--- src/rtl/uart_tx_fifo.sv ---
// ----------------------------------------------------------------------------
// uart_tx_fifo
//   Transmit-only 8N1 UART with a byte queue in front of it. The upstream
//   logic pushes bytes with start_uart while fifo_ready is high, and queued
//   bytes go out back-to-back on tx. Consecutive frames are separated by
//   exactly one idle clock.
//
// Parameters
//   CLOCK_FREQUENCY  system clock in Hz
//   BAUD_RATE        line rate in bit/s; BAUD_DIV = CLOCK_FREQUENCY/BAUD_RATE
//   FIFO_DEPTH       queue entries (power of two, >= 2)
//
// Configuration
//   UART_TX_FIFO_EN  defined   : FIFO_DEPTH-entry circular FIFO
//                    undefined : single holding register (FIFO_DEPTH ignored)
//
// Ports
//   clk         in   system clock, rising edge
//   rst         in   synchronous reset, active high
//   start_uart  in   enqueue strobe, level sampled every clock
//   data        in   byte to enqueue, valid with start_uart
//   tx          out  registered serial output, idle high
//   fifo_ready  out  high when an enqueue would be accepted
// ----------------------------------------------------------------------------
module uart_tx_fifo #(
  parameter int CLOCK_FREQUENCY = 27000000,
  parameter int BAUD_RATE       = 115200,
  parameter int FIFO_DEPTH      = 64
) (
  input  logic       clk,
  input  logic       rst,
  input  logic       start_uart,
  input  logic [7:0] data,
  output logic       tx,
  output logic       fifo_ready
);

  localparam int BAUD_DIV = CLOCK_FREQUENCY / BAUD_RATE;
  localparam int CNT_W    = (BAUD_DIV > 1) ? $clog2(BAUD_DIV) : 1;
  localparam logic [CNT_W-1:0] BAUD_LAST = CNT_W'(BAUD_DIV - 1);

  localparam logic [1:0] S_IDLE  = 2'd0;
  localparam logic [1:0] S_START = 2'd1;
  localparam logic [1:0] S_DATA  = 2'd2;
  localparam logic [1:0] S_STOP  = 2'd3;

  logic [1:0]       state;
  logic [CNT_W-1:0] baud_cnt;
  logic [2:0]       bit_idx;
  logic [7:0]       shift;
  logic             baud_last;
  logic             have_data;
  logic             push;
  logic             pop;
  logic [7:0]       head;

  assign baud_last = (baud_cnt == BAUD_LAST);
  // The FSM takes the head byte only from IDLE; this is the single pop point.
  assign pop       = (state == S_IDLE) && have_data;

`ifdef UART_TX_FIFO_EN
  localparam int PTR_W = $clog2(FIFO_DEPTH);
  localparam logic [PTR_W:0] FULL_CNT = (PTR_W + 1)'(FIFO_DEPTH);

  logic [7:0]       mem [FIFO_DEPTH];
  logic [PTR_W-1:0] wr_ptr;
  logic [PTR_W-1:0] rd_ptr;
  logic [PTR_W:0]   count;

  // Full test uses the registered count, so a push coinciding with the pop
  // that frees a slot is still dropped.
  assign fifo_ready = (count != FULL_CNT);
  assign push       = start_uart && fifo_ready;
  assign have_data  = (count != '0);
  assign head       = mem[rd_ptr];

  // NOTE: storage has no reset; validity is tracked by count, and leaving the
  // array unreset lets it map onto RAM.
  always_ff @(posedge clk) begin
    if (push) begin
      mem[wr_ptr] <= data;
    end
  end

  // NOTE: sequential state uses non-blocking assignments so every register
  // samples pre-edge values regardless of statement order.
  always_ff @(posedge clk) begin
    if (rst) begin
      wr_ptr <= '0;
      rd_ptr <= '0;
      count  <= '0;
    end else begin
      if (push) wr_ptr <= wr_ptr + 1'b1;
      if (pop)  rd_ptr <= rd_ptr + 1'b1;
      case ({push, pop})
        2'b10:   count <= count + 1'b1;
        2'b01:   count <= count - 1'b1;
        default: count <= count;
      endcase
    end
  end
`else
  logic [7:0] hold_q;
  logic       hold_valid;

  assign fifo_ready = !hold_valid;
  assign push       = start_uart && !hold_valid;
  assign have_data  = hold_valid;
  assign head       = hold_q;

  // push needs an empty holder and pop a full one, so they never coincide.
  always_ff @(posedge clk) begin
    if (rst) begin
      hold_q     <= '0;
      hold_valid <= 1'b0;
    end else if (push) begin
      hold_q     <= data;
      hold_valid <= 1'b1;
    end else if (pop) begin
      hold_valid <= 1'b0;
    end
  end
`endif

  // Transmit FSM. shift is loaded only at pop and shifted right as each data
  // bit is launched, refilling with ones.
  always_ff @(posedge clk) begin
    if (rst) begin
      state    <= S_IDLE;
      tx       <= 1'b1;
      baud_cnt <= '0;
      bit_idx  <= '0;
      shift    <= '0;
    end else begin
      case (state)
        S_IDLE: begin
          tx <= 1'b1;
          if (pop) begin
            shift    <= head;
            tx       <= 1'b0;
            baud_cnt <= '0;
            state    <= S_START;
          end
        end
        S_START: begin
          if (baud_last) begin
            baud_cnt <= '0;
            bit_idx  <= '0;
            tx       <= shift[0];
            shift    <= {1'b1, shift[7:1]};
            state    <= S_DATA;
          end else begin
            baud_cnt <= baud_cnt + 1'b1;
          end
        end
        S_DATA: begin
          if (baud_last) begin
            baud_cnt <= '0;
            if (bit_idx == 3'd7) begin
              tx    <= 1'b1;
              state <= S_STOP;
            end else begin
              bit_idx <= bit_idx + 1'b1;
              tx      <= shift[0];
              shift   <= {1'b1, shift[7:1]};
            end
          end else begin
            baud_cnt <= baud_cnt + 1'b1;
          end
        end
        S_STOP: begin
          if (baud_last) begin
            baud_cnt <= '0;
            state    <= S_IDLE;
          end else begin
            baud_cnt <= baud_cnt + 1'b1;
          end
        end
        default: begin
          tx    <= 1'b1;
          state <= S_IDLE;
        end
      endcase
    end
  end

endmodule

--- config.mk ---
export PLATFORM = sky130hd
export DESIGN_NAME = uart_tx_fifo
export DESIGN_NICKNAME = d
export VERILOG_FILES = /design/src/rtl/uart_tx_fifo.sv
export SDC_FILE = /design/constraint.sdc
export NUM_CORES = 1
export LEC_CHECK = 0
export CAP_MARGIN = 40
export CORE_UTILIZATION = 61
export CTS_CLUSTER_DIAMETER = 50
export DETAILED_ROUTE_END_ITERATION = 10
export PLACE_DENSITY = 0.87
export SLEW_MARGIN = 10
export SYNTH_ARGS = -nofsm -noshare
export SYNTH_HDL_FRONTEND = slang
export SYNTH_SLANG_ARGS = --single-unit
--- constraint.sdc ---
create_clock -name clk -period 2.89 [get_ports clk]
set_input_delay 0.578 -clock clk [delete_from_list [all_inputs] [get_ports clk]]
set_output_delay 0.578 -clock clk [all_outputs]
set_load 0.02 [all_outputs]
# --- Word level (Yosys, flattened, before mapping) ---
# Index checks and enable logic that the tools add are counted.
classes:
  n_mux: 25
  n_reduce_logical: 12
  add_sub_neg: 2
  eq_ne: 11
ops:
  columns: ["cell", "n"]
  rows:
  - ["8-bit 2-to-1 mux", 6]
  - ["8-bit one-hot mux with 3 select lines", 1]
  - ["8-bit one-hot mux with 2 select lines", 1]
  - ["2-bit != test, second input constant", 6]
  - ["2-bit 2-to-1 mux", 5]
  - ["5-bit AND reduction", 2]
  - ["3-bit 2-to-1 mux", 3]
  - ["8-bit by 1-bit adder with 8-bit output, second input constant", 1]
  - ["8-bit == test, second input constant", 1]
  - ["2-bit one-hot mux with 4 select lines", 1]
  - ["1-bit 2-to-1 mux", 6]
  - ["3-bit one-hot mux with 2 select lines", 1]
  - ["2-bit == test, second input constant", 2]
  - ["4-bit AND reduction", 1]
  - ["2-bit nonzero test", 2]
  - ["3-bit by 1-bit adder with 3-bit output, second input constant", 1]
  - ["3-bit == test, second input constant", 1]
  - ["1-bit one-hot mux with 3 select lines", 1]
  - ["3-bit AND reduction", 1]
  - ["3-bit nonzero test", 1]
  - ["3-bit OR reduction", 1]
  - ["2-bit by 1-bit == test with 1-bit output, second input constant", 1]
  - ["1-bit logical AND", 2]
  - ["2-bit zero test", 1]
  - ["1-bit zero test", 1]
word_totals:
  output_inout_bits: 2
  wordCells: 57
  register_bits: 31
  in_bits: 11

# --- Depth between registers and ports, before layout ---
# Gate-level depths: netlist of the first run.
depth:
  word_depth: 4
  depth_mapped: 8
  mapped_depth_nobuf: 6

# --- Worst setup path after synthesis of the first run ---
# OpenSTA, ideal clock, no wires.
synth_timing:
  path_type: "register -> register"
  from: "register state[0]"
  to: "register tx"
  stages_incl_launch_ff: 6
  period_less_slack_ps: 1665
  setup_time_ps: 120
  n_path_buf: 1
  arrival_time_ps: 1546
  required_time_ps: 2770
  setup_slack_ps: 1225
  cell_sequence: "dfxtp_1 > inv_1 > ha_1 > clkbuf_1 > a31oi_1 > a211o_1"
synth_between:
  elab_chain_cells: 4
  elab_cells_between_ends: 10
  classes_between: "4 x eq/ne; 2 x mux; 4 x reduce/logical"
synth_lines:
  columns: ["element", "line_no", "rtl"]
  rows:
  - ["from (decl)", "47", "logic [1:0] state;"]
  - ["from (signal assigned)", "129", "state <= S_IDLE;"]
  - ["from (signal assigned)", "142", "state <= S_START;"]
  - ["from (signal assigned)", "151", "state <= S_DATA;"]
  - ["2-bit zero test", "59, 135", null]
  - ["1-bit logical AND", "59", "assign pop = (state == S_IDLE) && have_data;"]
  - ["1-bit 2-to-1 mux", "138", "if (pop) begin"]
  - ["1-bit one-hot mux with 3 select lines", "135", "case (state)"]
  - ["to (signal assigned)", "149", "tx <= shift[0];"]
  - ["to (signal assigned)", "164", "tx <= shift[0];"]
  - ["to (decl)", "34", "output logic tx,"]
# Parallel ways exist; a longest one is shown, timed or not.
# A chain may end at the register's enable or synchronous reset.

# --- Worst setup path after layout of the first run ---
layout_timing:
  from: "register state[0]"
  to: "register shift[2]"
layout_between:
  elab_chain_cells: 4
  elab_cells_between_ends: 11
  classes_between: "6 x eq/ne; 1 x mux; 4 x reduce/logical"
layout_lines:
  columns: ["element", "line_no", "rtl"]
  rows:
  - ["2-bit zero test", "59, 135", null]
  - ["1-bit logical AND", "59", null]
  - ["2-bit != test (no source line)", null, null]
  - ["5-bit AND reduction (no source line)", null, null]
  - ["to (signal assigned)", "150", "shift <= {1'b1, shift[7:1]};"]
  - ["to (signal assigned)", "165", "shift <= {1'b1, shift[7:1]};"]
  - ["to (decl)", "50", "logic [7:0] shift;"]
# Parallel ways exist; a longest one is shown, timed or not.

==> qor.yml, run 1 <==
status:
  status: "completed"
logic_synthesis:
  ys_ff_latch: 31
  synthDistinctLibCells: 44
  avgSynthCellArea_um2: 9.47
  seq_area_frac_synth: 0.379
  yosysWarnings: 0
  syn_nets: 194
  synthMuxAreaShare: 0.0489
  synthAdderAreaFrac: 0.0764
  yosys.area_share.simple: 0.206
  synth-xor-area-share: 0.0267
  synth_top_family_by_area: "compound AO/OA/AOI/OAI gates"
  synth_area_um2: 1640
  synth_compound_area_frac: 0.218
  syn_inst: 173
floorplan:
  die_w_um: 53.8
  start_util: 0.655
  die_h_um: 53.8
  rows: 18
  ios: 13
  die_area_um2: 2900
  core_area_um2: 2500
placed_design:
  portBuffers: 12
  gp_congestion: 0.825
  placed_area_um2: 1750
  dp.final_hpwl_mm: 2.37
clock_network:
  numCtsBuffers: 5
  insertion_delay_ns: 0.34
  cts_setup_buffers: 0
  cts_tree: "done"
  clockRootBuffer: "clkbuf_4"
  clkSlewWorstSetupHoldPaths_ns: 0.10
  ctsHoldBuffers: 0
  htree_levels: 2
  cts.sinks: 31
  clockBufferDepth: 2
  cts-resized-gates: 0
global_routing:
  grt.total_usage: 0.250
  grt_max_degree: 22
  grt_pass1_vias: 1115
  antenna_found_initial: 0
  grt_pass1_wl_mm: 5.06
  grt-ovfl-total: 0
timing:
  slew_headroom: 0.661
  rsz0062_at_grt: "no"
  period_share: 0.738
  skew_ns: 0.0124
  tns_ns: 0
  worstMarginPinSlew_ns: 0.508
  hold_viol: 0
  max_freq_mhz: 469
  finalWorstPathRequiredPeriod_ns: 2.13
  drv_slew: 0
  setup_viol: 0
routing:
  vias_per_cell: 6.00
  wl_per_cell_um: 15.1
  drtIter0Drc: 28
  ant_nets: 0
  first_pass_iters: 4
  num_vias: 1291
  drt-total-wl_mm: 3.26
  drt_drc_violations_left: 0
power_and_ir_drop:
  power.leakage_nw: 0.697
  p_per_area_nw_per_um2: 917
  max-vdd-ir-drop_mv: 0.746
  finalPower_mw: 1.65
setup_path:
  rrSetupSlack_ns: 0.76
  crit_arrival_ns: 2.34
  worst_ep_required_time_ns: 3.10
  r2r-start: "state[0]"
  ff2ff_path_depth: 5
  crit_path_end_kind: "flop"
  worstSetupPathType: "flop to flop"
  path_max_fanout: 11
  critPathLaunchType: "flop"
  reg2reg_to: "shift[2]"
  cp-startpoint: "state[0]"
worst_hold_path:
  min_to: "head[7]"
  hold_path.startpoint: "head[7]"
  whs_path_depth: 2
  hold_path_class: "flop to flop"
layout:
  synthToLayoutAreaGrowth_pct: 9.63
  drive_gt1_frac: 0.114
  fin_area_um2: 1800
  n_antenna_cell: 0
  layout_common_cells: "dfxtp_1 (31), nand2_1 (22), a21oi_1 (21)"
  finalNetCount: 205
  seq_area_um2: 621
  n_fill_cell: 196
  layout_commonest_cell: "dfxtp_1"
  multi_input_area_um2: 945
run:
  drv_cap: 0
state kept, by name (all words and copies together) (netlist names):
register and count:
baud_cnt 8, bit_idx 3, have_data 1, head 8, shift 8, state 2, tx 1
synthesized netlist by cell type (all sizes together):
library cell	count	share of area
and4bb	1	0.0076
nand4b	1	0.015
o22ai	1	0.0038
and4b	1	0.0061
nor2b	5	0.021
nand4bb	1	0.0069
o32ai	2	0.027
a211oi	8	0.061
o211ai	1	0.0046
a21oi	22	0.074
ha	10	0.076
a22oi	1	0.0046
nor3	2	0.0092
or2b	1	0.0046
mux2i	8	0.049
dfxtp	31	0.38
o31a	1	0.0053
a31oi	1	0.0038
nand4	4	0.015
nor4b	1	0.0053
o21ai	1	0.0031
buf	7	0.031
nand2	22	0.050
inv	4	0.0092
clkbuf	2	0.0046
and2	1	0.0038
and3	1	0.0038
and3b	1	0.0053
xor2	5	0.027
nor2	16	0.037
a221oi	1	0.0053
a2111oi	1	0.0053
a32oi	2	0.011
nand3b	1	0.0046
o21bai	1	0.0046
a211o	1	0.0053
nand2b	3	0.011
report_power, final:
group | leakage, nW | switching, mW | total (mW) | internal [mW]
clock | 0.0293 | 0.145 | 0.239 | 0.0946
combinational | 0.414 | 0.472 | 0.817 | 0.345
sequential | 0.253 | 0.0713 | 0.589 | 0.518
cell type report:
type | instances | share of cell area
multi-input combinational | 129 | 0.526
sequential | 31 | 0.346
timing repair buffer | 13 | 0.0711
clock buffer | 7 | 0.0251
tap | 30 | 0.0209
inverter | 4 | 0.00836
clock inverter | 1 | 0.00279
metrics by stage:
stage / instances / hold slack [ns] / utilization / worst slack (ns)
6_report: 215 / 0.470 / 0.718 / 0.757
5_1_grt: 215 / 0.488 / 0.718 / 0.620
4_1_cts: 215 / 0.470 / 0.718 / 0.801
3_5_place_dp: 207 / 0.457 / 0.698 / 0.813
3_3_place_gp: 207 / 0.443 / 0.698 / 0.937
2_1_floorplan: 173 / 0.436 / - / 1.22
cell families (layout without fill, tap and decap cells):
logic type,Yosys count,count (layout)
xor gates and xnor gates,5,5
and+or+nand+nor,62,62
muxes,8,8
adders and majority gates,10,10
buffers and inverters,13,25
AOI/OAI and AO/OA,44,44
DFF,31,31
routing by layer:
metal | vias up | GRT usage | wire length [um] | share of wire
met5 | - | 0 | 0 | 0
met4 | 0 | 0.0921 | 30 | 0.0092
met3 | 3 | 0.0847 | 113 | 0.035
met2 | 26 | 0.366 | 1490 | 0.46
met1 | 620 | 0.337 | 1620 | 0.50
li1 | 642 | - | - | -
worst max-delay path: stages, from the launching register on:
cell and delay, ns:
dfxtp_1 0.39, inv_1 0.11, ha_1 0.35, o32ai_4 0.53, and2_1 0.50, a211oi_2 0.14
how the worst max path moves through the flow:
stage | endpoint | slack, ns | depth (start not counted)
finish | shift[2] | 0.76 | 5
global route | shift[1] | 0.62 | 5
CTS | shift[2] | 0.80 | 5
detailed placement | shift[2] | 0.81 | 5
global placement | shift[0] | 0.94 | 5
floorplan | tx | 1.22 | 5
(Power assumes the default switching activity.)
==> run 2: changes to the inputs <==
--- a/config.mk
+++ b/config.mk
@@ -6,10 +6,10 @@
 export NUM_CORES = 1
 export LEC_CHECK = 0
 export CAP_MARGIN = 40
-export CORE_UTILIZATION = 61
+export CORE_UTILIZATION = 51
 export CTS_CLUSTER_DIAMETER = 50
 export DETAILED_ROUTE_END_ITERATION = 10
-export PLACE_DENSITY = 0.87
+export PLACE_DENSITY = 0.78
 export SLEW_MARGIN = 10
 export SYNTH_ARGS = -nofsm -noshare
 export SYNTH_HDL_FRONTEND = slang
==> constraint.sdc (replaced) <==
create_clock -name clk -period 1.85 [get_ports clk]
set_input_delay 0.37 -clock clk [delete_from_list [all_inputs] [get_ports clk]]
set_output_delay 0.37 -clock clk [all_outputs]
set_load 0.02 [all_outputs]
==> qor.yml, run 2 (synthesized netlist as in run 1, its figures left out) <==
timing:
  hold_viol: 0
  rsz0062_at_grt: "no"
  tns_ns: 0
  max_freq_mhz: 573
  period_share: 0.943
  skew_ns: 0.00875
  worstMarginPinSlew_ns: 0.507
  setup_viol: 0
  slew_headroom: 0.662
  drv_slew: 0
  finalWorstPathRequiredPeriod_ns: 1.74
routing:
  drt_drc_violations_left: 0
  vias_per_cell: 5.48
  ant_nets: 0
  first_pass_iters: 4
  drt-total-wl_mm: 3.25
  wl_per_cell_um: 13.8
  drtIter0Drc: 67
  num_vias: 1288
floorplan:
  ios: 13
  start_util: 0.536
  die_w_um: 58.7
  die_area_um2: 3440
  core_area_um2: 3050
  rows: 20
  die_h_um: 58.7
power_and_ir_drop:
  finalPower_mw: 2.85
  p_per_area_nw_per_um2: 1500
  power.leakage_nw: 0.747
  max-vdd-ir-drop_mv: 0.727
clock_network:
  numCtsBuffers: 5
  ctsHoldBuffers: 0
  cts.sinks: 31
  cts_tree: "done"
  clockBufferDepth: 2
  htree_levels: 2
  clockRootBuffer: "clkbuf_4"
  insertion_delay_ns: 0.34
  clkSlewWorstSetupHoldPaths_ns: 0.09
layout:
  seq_area_um2: 622
  synthToLayoutAreaGrowth_pct: 16.3
  drive_gt1_frac: 0.173
  multi_input_area_um2: 953
  layout_common_cells: "dfxtp_1 (30), nand2_1 (22), a21oi_1 (21)"
  finalNetCount: 211
  n_antenna_cell: 0
  layout_commonest_cell: "dfxtp_1"
  n_fill_cell: 267
global_routing:
  grt-ovfl-total: 0
  antenna_found_initial: 0
  grt_pass1_vias: 1228
  grt_pass1_wl_mm: 5.56
  grt_max_degree: 18
  grt.total_usage: 0.220
setup_path:
  critPathLaunchType: "flop"
  crit_path_end_kind: "output pin"
  crit_arrival_ns: 1.37
  worst_ep_required_time_ns: 1.48
  path_max_fanout: 6
  worstSetupPathType: "flop to output pin"
status:
  status: "completed"
worst_hold_path:
  hold_path_class: "flop to flop"
placed_design:
  portBuffers: 12
  gp_congestion: 0.814
  dp.final_hpwl_mm: 2.45
run:
  drv_cap: 0
-- run 2: metrics by stage --
stage / setup WS [ns] / hold slack [ns] / instances / utilization / cell area (um2)
floorplan: 0.185 / 0.436 / 173 / - / 1640
global placement: 0.115 / 0.450 / 227 / 0.592 / 1810
detailed placement: 0.00270 / 0.450 / 227 / 0.592 / 1810
CTS: 0.0516 / 0.463 / 235 / 0.621 / 1900
global route: 0.00665 / 0.489 / 235 / 0.624 / 1900
finish: 0.105 / 0.459 / 235 / 0.624 / 1900
-- run 2: per-layer routing --
layer	part of all wire	routed length, um	global-route usage
met1	0.48	1570	0.280
met5	0	0	0
met2	0.46	1490	0.343
met3	0.039	126	0.0681
met4	0.019	63	0.0952
-- run 2: area by class of cell --
class,count,area share
repair buffers,19,0.0907
flip-flops and latches,31,0.327
clock inverters,2,0.0184
well taps,44,0.0289
clock buffers,6,0.0269
multi-input cells,129,0.501
inverters,4,0.00788
-- run 2: final timing paths --
check | start | to | slack, ns | cells past startpoint
min reg2reg | head[7] | head[7] | 0.46 | 2
max | have_data | fifo_ready | 0.11 | 2
max reg2reg | state[0] | shift[0] | 0.12 | 5
min | head[7] | head[7] | 0.46 | 2
-- run 2: repair_timing --
item | in CTS | in global routing
endpoints found under the setup margin | 4 | 5
resized for setup | 1 | 4
setup buffers | 0 | 0
cloned | 0 | 0
-- run 2: worst max-delay path, stage by stage, from the launching register on --
cell,delay (ns)
dfxtp_2,0.36
inv_1,0.08
clkdlybuf4s50_1,0.60
-- run 2: power by group --
part | internal [mW] | switching [mW]
clock network | 0.319 | 0.242
logic | 0.622 | 0.758
registers | 0.810 | 0.105
==> run 3: changes to the inputs <==
--- a/config.mk
+++ b/config.mk
@@ -6,7 +6,9 @@
 export NUM_CORES = 1
 export LEC_CHECK = 0
 export CAP_MARGIN = 40
-export CORE_UTILIZATION = 51
+export CELL_PAD_IN_SITES_DETAIL_PLACEMENT = 1
+export CELL_PAD_IN_SITES_GLOBAL_PLACEMENT = 1
+export CORE_UTILIZATION = 40
 export CTS_CLUSTER_DIAMETER = 50
 export DETAILED_ROUTE_END_ITERATION = 10
 export PLACE_DENSITY = 0.78
==> qor.yml, run 3 (synthesized netlist as in run 1, its figures left out) <==
status:
  status: "completed"
floorplan:
  start_util: 0.431
  core_area_um2: 3800
  die_w_um: 66.0
  ios: 13
  rows: 22
  die_h_um: 66.0
  die_area_um2: 4350
placed_design:
  portBuffers: 12
  gp_congestion: 0.833
  placed_area_um2: 1810
  dp.final_hpwl_mm: 2.92
  place_ws_ns: 0.0988
  dp.cells: 231
layout:
  finalNetCount: 211
  fin_area_um2: 1950
  final_core_util: 0.513
  stdcell_count: 239
  layout_common_cells: "dfxtp_1 (31), nand2_1 (22), a21oi_1 (21)"
  layout_commonest_cell: "dfxtp_1"
  drive_gt1_frac: 0.168
  n_antenna_cell: 0
  synthToLayoutAreaGrowth_pct: 18.9
routing:
  num_vias: 1330
  highest_layer: "met4"
  drtIter0Drc: 98
  vias_per_cell: 5.56
  wl_met3_um: 92
  drt_drc_violations_left: 0
  first_pass_iters: 4
  drt-total-wl_mm: 4.01
  wl_per_cell_um: 16.8
  ant_nets: 0
  wl_met1_mm: 1.96
  wl_met2_mm: 1.89
setup_path:
  crit_arrival_ns: 1.44
  path_max_fanout: 6
  cp_cell_sequence: "inv_1, clkdlybuf4s50_1"
  worstSetupPathType: "flop to output pin"
  ff2ff_path_depth: 5
  r2r-start: "baud_cnt[0]"
  crit_path_max_incr_delay_ns: 0.55
  crit_path_end_kind: "output pin"
  reg2reg_to: "baud_cnt[2]"
  critPathCapture: "fifo_ready"
  critPathLaunchType: "flop"
  rrSetupSlack_ns: 0.09
  cp-startpoint: "have_data"
  worst_ep_required_time_ns: 1.48
  slowest_stage: "clkdlybuf4s50_1"
timing:
  hold_viol: 0
  worstMarginPinSlew_ns: 0.525
  whs_ns: 0.464
  setup_viol: 0
  tns_ns: 0
  finalWorstSetupSlack_ns: 0.0367
  max_freq_mhz: 551
  finalWorstPathRequiredPeriod_ns: 1.81
  skew_ns: 0.00724
  period_share: 0.980
  rsz0062_at_grt: "yes"
  drv_slew: 0
  slew_headroom: 0.649
global_routing:
  antenna_found_initial: 0
  grt_max_degree: 18
  grt-ovfl-total: 0
  grt_pass1_vias: 1404
  grt.total_usage: 0.208
  grt_pass1_wl_mm: 6.84
run:
  drv_cap: 0
power_and_ir_drop:
  finalPower_mw: 3.08
  p_per_area_nw_per_um2: 1580
  max-vdd-ir-drop_mv: 0.566
  power.leakage_nw: 0.764
clock_network:
  cts_tree: "done"
  clkSlewWorstSetupHoldPaths_ns: 0.07
  insertion_delay_ns: 0.28
  clockRootBuffer: "clkbuf_8"
  clockBufferDepth: 2
  htree_levels: 2
  numCtsBuffers: 5
  cts.sinks: 31
worst_hold_path:
  hold_path_class: "flop to flop"
-- run 3: cell counts in the layout (fill, tap and decap cells not counted) --
Identical to the previous run, type by type.
-- run 3: what timing repair did --
item | 4_1_cts | 5_1_grt
gates resized for setup | 0 | 5
hold buffers | 0 | 0
setup buffers | 0 | 0
endpoints found under the setup margin | 0 | 11
-- run 3: how the worst min path moves through the flow --
| stage | start | endpoint | cells past startpoint |
|---|---|---|---|
| after floorplan | head[0] | head[0] | 2 |
| after global placement | head[5] | head[5] | 2 |
| after detailed placement | head[5] | head[5] | 2 |
| after CTS | head[4] | head[4] | 2 |
| after global routing | head[4] | head[4] | 2 |
| final | head[4] | head[4] | 2 |
-- run 3: power breakdown --
part           switching, mW  leakage (nW)  internal (mW)
Sequential             0.105         0.253          0.810
Combinational          0.805         0.449          0.653
Clock                  0.266        0.0612          0.436
-- run 3: layout make-up --
class                      instances  area [um2]
timing repair buffer              19         173
multi-input combinational        129         961
clock buffer                       6        82.6
fill                             444        1850
tap                               48        60.1
clock inverter                     2        35.0
sequential                        31         621
inverter                           4        15.0
-- run 3: critical path: cells and delay by family, from the launching register on --
kind,cells,cell delay (ns)
buffers and inverters,2,0.65
DFF,1,0.51
-- run 3: layer usage --
layer	global-route usage	up-vias
met5	0	-
met4	0.0638	0
met3	0.0466	7
met2	0.339	23
met1	0.271	651
li1	-	649
